--- src/rtl/serial_addsub_pkg.sv ---
// Shared types and constants for the bit-serial add/subtract unit.
package serial_addsub_pkg;

    typedef enum logic [1:0] {
        IDLE  = 2'd0,
        SHIFT = 2'd1,
        DONE  = 2'd2
    } state_e;

    localparam int MODE_ADD = 0;
    localparam int MODE_SUB = 1;

    // Bit-counter width: at least one bit even for a single-bit datapath.
    function automatic int cnt_width(input int width);
        if (width <= 2) begin
            return 1;
        end else begin
            return $clog2(width);
        end
    endfunction

endpackage

--- src/rtl/serial_addsub_fv_fa_cell.sv ---
// Registered 1-bit full adder: combinational sum bit, carry kept in a flop.
module serial_fa_cell (
    input  logic clk,
    input  logic rst,
    input  logic i_load,
    input  logic i_load_c,
    input  logic i_en,
    input  logic i_a,
    input  logic i_b,
    output logic o_s,
    output logic o_c
);

    logic r_c;

    // Carry flop: seeded with carry-in on load, then ripples one bit per enabled cycle.
    always_ff @(posedge clk or posedge rst) begin
        if (rst) begin
            r_c <= 1'b0;
        end else if (i_load) begin
            r_c <= i_load_c;
        end else if (i_en) begin
            r_c <= (i_a & i_b) | (i_a & r_c) | (i_b & r_c);
        end else begin
            r_c <= r_c;
        end
    end

    assign o_s = i_a ^ i_b ^ r_c;
    assign o_c = r_c;

endmodule

--- src/rtl/serial_addsub_fv.sv ---
// Bit-serial add/subtract, LSB first, with valid/ready on both sides.
// Holds the FSM, operand/sum shift registers and the formal property set.
module serial_addsub_fv
    import serial_addsub_pkg::*;
#(
    parameter int WIDTH       = 8,
    parameter int MODE        = 0,
    parameter int FORMAL_LIVE = 1
) (
    input  logic             clk,
    input  logic             rst,
    input  logic             in_valid,
    output logic             in_ready,
    input  logic [WIDTH-1:0] a,
    input  logic [WIDTH-1:0] b,
    input  logic             cin,
    output logic             out_valid,
    input  logic             out_ready,
    output logic [WIDTH-1:0] sum,
    output logic             cout,
    output logic             busy
);

    localparam int             CW       = cnt_width(WIDTH);
    localparam logic [CW-1:0]  LAST_CNT = CW'(WIDTH - 1);

    state_e           r_state;
    state_e           w_state_next;
    logic [WIDTH-1:0] r_a;
    logic [WIDTH-1:0] r_b;
    logic [WIDTH-1:0] r_sum;
    logic [WIDTH-1:0] w_sum_next;
    logic [WIDTH-1:0] w_b_eff;
    logic [CW-1:0]    r_cnt;
    logic             w_accept;
    logic             w_shift;
    logic             w_last;
    logic             w_s;
    logic             w_c;

    // Subtraction is a + ~b + cin, so only B needs conditioning at capture.
    assign w_b_eff  = (MODE == MODE_SUB) ? ~b : b;
    assign w_accept = (r_state == IDLE) && in_valid;
    assign w_shift  = (r_state == SHIFT);
    assign w_last   = (r_cnt == LAST_CNT);

    // State register.
    always_ff @(posedge clk or posedge rst) begin
        if (rst) begin
            r_state <= IDLE;
        end else begin
            r_state <= w_state_next;
        end
    end

    // Next-state logic.
    always_comb begin
        w_state_next = r_state;
        case (r_state)
            IDLE:    w_state_next = in_valid ? SHIFT : IDLE;
            SHIFT:   w_state_next = w_last ? DONE : SHIFT;
            DONE:    w_state_next = out_ready ? IDLE : DONE;
            default: w_state_next = IDLE;
        endcase
    end

    // Handshake flags decoded purely from the state flop.
    always_comb begin
        in_ready  = 1'b0;
        out_valid = 1'b0;
        busy      = 1'b0;
        case (r_state)
            IDLE:    in_ready  = 1'b1;
            SHIFT:   busy      = 1'b1;
            DONE:    out_valid = 1'b1;
            default: in_ready  = 1'b0;
        endcase
    end

    // New sum bit enters at the MSB so the result is aligned after WIDTH shifts.
    always_comb begin
        w_sum_next            = r_sum >> 1'b1;
        w_sum_next[WIDTH-1]   = w_s;
    end

    // Operand, sum and bit-counter registers.
    always_ff @(posedge clk or posedge rst) begin
        if (rst) begin
            r_a   <= '0;
            r_b   <= '0;
            r_sum <= '0;
            r_cnt <= '0;
        end else begin
            case (r_state)
                IDLE: begin
                    if (in_valid) begin
                        r_a   <= a;
                        r_b   <= w_b_eff;
                        r_cnt <= '0;
                    end else begin
                        r_cnt <= r_cnt;
                    end
                end
                SHIFT: begin
                    r_a   <= r_a >> 1'b1;
                    r_b   <= r_b >> 1'b1;
                    r_sum <= w_sum_next;
                    r_cnt <= w_last ? r_cnt : r_cnt + CW'(1);
                end
                default: begin
                    r_cnt <= r_cnt;
                end
            endcase
        end
    end

    serial_fa_cell u_fa (
        .clk      (clk),
        .rst      (rst),
        .i_load   (w_accept),
        .i_load_c (cin),
        .i_en     (w_shift),
        .i_a      (r_a[0]),
        .i_b      (r_b[0]),
        .o_s      (w_s),
        .o_c      (w_c)
    );

    assign sum  = r_sum;
    assign cout = w_c;

`ifdef FORMAL
    logic             r_f_started = 1'b0;
    logic [WIDTH-1:0] r_f_a;
    logic [WIDTH-1:0] r_f_b;
    logic             r_f_cin;
    logic [WIDTH:0]   w_f_ref;

    always @(posedge clk) r_f_started <= 1'b1;

    always_comb begin
        if (!r_f_started) begin
            assume (rst);
        end else begin
            assume (!rst);
        end
    end

    // Shadow copy of the accepted operands for the reference result.
    always_ff @(posedge clk or posedge rst) begin
        if (rst) begin
            r_f_a   <= '0;
            r_f_b   <= '0;
            r_f_cin <= 1'b0;
        end else if (w_accept) begin
            r_f_a   <= a;
            r_f_b   <= w_b_eff;
            r_f_cin <= cin;
        end else begin
            r_f_cin <= r_f_cin;
        end
    end

    assign w_f_ref = {1'b0, r_f_a} + {1'b0, r_f_b} + {{WIDTH{1'b0}}, r_f_cin};

    a_in_hold: assume property (@(posedge clk) disable iff (rst)
        (in_valid && !in_ready) |=> (in_valid && $stable(a) && $stable(b) && $stable(cin)));
    p_out_stable: assert property (@(posedge clk) disable iff (rst)
        (out_valid && !out_ready) |=> ($stable(sum) && $stable(cout)));
    p_excl: assert property (@(posedge clk) disable iff (rst) !(in_ready && out_valid));
    p_cnt: assert property (@(posedge clk) disable iff (rst) (int'(r_cnt) < WIDTH));
    p_ref: assert property (@(posedge clk) disable iff (rst)
        out_valid |-> ({cout, sum} == w_f_ref));
`endif

    if (FORMAL_LIVE != 0) begin : g_live
`ifdef FORMAL
        a_rdy_live: assume property (@(posedge clk) disable iff (rst)
            out_valid |-> s_eventually out_ready);
        p_live: assert property (@(posedge clk) disable iff (rst)
            (in_valid && in_ready) |-> s_eventually out_valid);
`endif
    end

endmodule

--- config.mk ---
export PLATFORM = sky130hd
export DESIGN_NAME = serial_addsub_fv
export DESIGN_NICKNAME = d
export VERILOG_FILES = /design/src/rtl/serial_addsub_pkg.sv /design/src/rtl/serial_addsub_fv_fa_cell.sv /design/src/rtl/serial_addsub_fv.sv
export SDC_FILE = /design/constraint.sdc
export NUM_CORES = 1
export LEC_CHECK = 0
export ABC_AREA = 1
export CORE_MARGIN = 4
export CORE_UTILIZATION = 46
export CTS_BUF_LIST = sky130_fd_sc_hd__clkbuf_8
export CTS_CLUSTER_SIZE = 28
export DETAILED_ROUTE_END_ITERATION = 8
export PLACE_DENSITY_LB_ADDON = 0.3
export SLEW_MARGIN = 20
export SYNTH_ARGS = -nofsm -noshare
export SYNTH_HDL_FRONTEND = slang
export SYNTH_SLANG_ARGS = --single-unit
--- constraint.sdc ---
create_clock -name clk -period 1.1 [get_ports clk]
set_clock_uncertainty 0.1 [all_clocks]
set_input_delay 0.165 -clock clk [delete_from_list [all_inputs] [get_ports clk]]
set_output_delay 0.165 -clock clk [all_outputs]
set_load 0.05 [all_outputs]
==> impl_metrics.csv <==
group,metric,value,unit
worst_setup_path,critPathLaunchType,"flip-flop",
synthesis,ys_warn_count,0,
grt,grt_pass1_vias,1575,
route,route.detailed.drc,0,
route,post_drt_via_cell_ratio,5.472,
floorplan,die_w,64.25,um
clock_tree,clk_path_buf_depth,2,
worst_setup_path,cp_max_fo,6,
route,ant_nets,0,
synthesis,synth-seq-area-share,51.59,%
clock_tree,htreeDepth,2,
power,ir_worst_vdd,2.381,mV
sta,drv_slew,0,
clock_tree,path_clk_slew,70,ps
worst_setup_path,end_kind,"flip-flop",
worst_setup_path,r2r-start,"r_state[1]",
outcome,violations,"negative setup slack",
sta,fin_crit_sh,131.1,%
cells_and_area,n_fill_cell,136,
sta,rsz0062_at_grt,"true",
cells_and_area,utilization,86.74,%
route,drtIter0Drc,170,
sta,relSlewSlack,81.74,%
power,p_leak,1.365,nW
outcome,status,"finished, violations left",
worst_setup_path,worstPathArrival,1520,ps
synthesis,syn_nets,209,
worst_setup_path,cpMostUsedCell,"buf_12",
sta,whs,101.2,ps
place,portBuffers,32,
synthesis,post_synth_instance_area,1455,um2
floorplan,die_area,4127,um2
place,place_hpwl,2449,um
power,total_power,8.741,mW
cells_and_area,fin_area,2626,um2
floorplan,start_util,48.06,%
clock_tree,clk_latency,290,ps
route,vias,1658,
grt,grt_first_pass_wirelength,7521,um
sta,finalCriticalPeriod,1442,ps
worst_setup_path,r2r_slack,-340,ps
grt,grt_start_max_net_pins,31,
grt,grt.total_usage,24.67,%
route,wire_per_inst,18.45,um
sta,worst_slew_pin_slew,272.8,ps
synthesis,ys_ff_latch,30,
worst_setup_path,r2r_cells,7,
floorplan,row_count,20,
sta,layout_setup_ws,-342.5,ps
place,placed_area,2073,um2
worst_setup_path,max_stage_delay,450,ps
sta,hold_violations,0,
min_path,hold_path.class,"primary input to asynchronous set/reset pin",
route,first_pass_iters,5,
synthesis,syn_avg_cell_area,7.866,um2
run,maxCapViolations,0,
clock_tree,cts-buffers-inserted,5,
cells_and_area,syn2layout_area_growth,80.48,%
clock_tree,clkSinkCount,30,
power,powerDensity,3328,nW/um2
route,routed_wl,5591,um
cells_and_area,nets,282,
synthesis,synth_cell_types,16,
sta,setup_viol,42,
worst_setup_path,crit_type,"flip-flop to flip-flop",
place,routabilityCongestion,0.8060,
cells_and_area,final_cells,303,
place,place_inst,270,
clock_tree,postCtsHoldBufs,0,
clock_tree,cts-root-buf,"clkbuf_8",
worst_setup_path,r2r_end,"u_fa.o_c",
sta,fmax,693.3,MHz
clock_tree,cts_tree,"yes",
worst_setup_path,crit_slowest_cell,"dfrtp_2",
worst_setup_path,critPathRequiredTime,1180,ps
worst_setup_path,critical_path.cell_chain,"buf_12 -> inv_8 -> buf_12 -> o21ai_4 -> buf_6 -> nand2_2 -> nand3_2",
floorplan,ios,33,
floorplan,core,3028,um2
synthesis,postSynthCellCount,185,
floorplan,die_h,64.25,um
cells_and_area,diodes,0,
cells_and_area,drive_gt1_share,37.84,%
grt,overflow,0,
grt,antenna_found_initial,0,
area by class of cell:
cell class / instances / area [um2] / area share, %
multi-input combinational: 142 / 792.0 / 30.16
timing repair buffer: 72 / 844.6 / 32.16
inverter: 7 / 38.79 / 1.477
clock inverter: 2 / 60.06 / 2.287
clock buffer: 6 / 82.58 / 3.144
sequential: 30 / 753.2 / 28.68
tap: 44 / 55.05 / 2.096
layer usage:
layer	up-vias	global-route usage, %	routed length, um	share of wire [%]
met5	-	0	0	0
li1	722	-	-	-
met3	24	7.381	349	6.2
met4	0	14.78	247	4.4
met1	814	25.93	2050	37
met2	98	43.04	2944	53
critical path, delay by kind of cell (launching register included):
kind	cells	cell delay [ps]
buffers and inverters	4	510
AOI/OAI and AO/OA	1	100
and+or+nand+nor	2	160
DFF	1	450
Yosys cell counts:
master / instances / area (um2)
inv_1: 5 / 18.77
dfrtp_1: 30 / 750.7
nand3_1: 21 / 105.1
buf_4: 4 / 30.03
o21ai_4: 1 / 16.27
ha_1: 2 / 25.02
buf_2: 2 / 10.01
nand4_1: 1 / 6.260
buf_6: 2 / 22.52
fa_1: 1 / 20.02
nor2_2: 2 / 12.51
inv_2: 2 / 7.510
nand2_1: 108 / 405.4
nor2_1: 2 / 7.510
o22ai_1: 1 / 6.260
nand2_4: 1 / 11.26
timing repair:
action,CTS,global route
endpoints found under the setup margin,42,42
gates resized for setup,34,18
gates cloned,3,0
buffers inserted,14,8
pin swaps,18,2
kinds of logic (layout without fill, tap and decap cells):
kind of cell,Yosys count,count (layout),share of synthesized area (%)
adders and majority gates,3,3,3.095
and+or+nand+nor,135,137,37.66
buffers and inverters,15,87,6.105
DFF,30,30,51.59
AOI/OAI and AO/OA,2,2,1.548
sequential cells by signal, summed over array words and instances (netlist names):
register,count
r_a,8
r_b,8
sum,8
r_cnt,3
r_state,2
u_fa.o_c,1
layout by cell type (no fill, tap or decap):
cell,instances
buf_12,17
buf_4,24
buf_6,11
bufinv_16,2
clkbuf_8,6
clkdlybuf4s50_1,20
dfrtp_1,28
dfrtp_2,2
fa_1,1
ha_2,1
ha_4,1
inv_1,4
inv_4,2
inv_8,1
nand2_1,89
nand2_2,15
nand2_4,5
nand2_8,2
nand3_1,18
nand3_2,3
nand4_1,1
nor2_4,4
o21ai_4,1
o22ai_4,1
how the worst max path moves through the flow:
stage | from | end | slack [ps] | cells past startpoint
after floorplan | r_state[0] | r_cnt[0] | -250 | 5
after global placement | in_valid | u_fa.o_c | -230 | 5
after detailed placement | in_valid | r_a[2] | -290 | 5
after CTS | r_state[1] | in_ready | -310 | 3
after global routing | r_state[1] | u_fa.o_c | -370 | 7
final | r_state[1] | u_fa.o_c | -340 | 7
where the power goes:
part | total [mW] | internal [mW] | switching, mW
Clock | 1.43 | 0.966 | 0.465
Sequential | 2.06 | 1.59 | 0.464
Combinational | 5.25 | 2.42 | 2.83
Total | 8.74 | 4.98 | 3.76
through the flow:
stage                     setup WS, ps  setup TNS, ps
final                           -342.5          -8584
after global routing            -370.0         -10300
after detailed placement        -286.4          -5582
after floorplan                 -251.2          -2822
after CTS                       -315.0          -6819
after global placement          -228.7          -4692
Power figures use the tool's default switching activity.
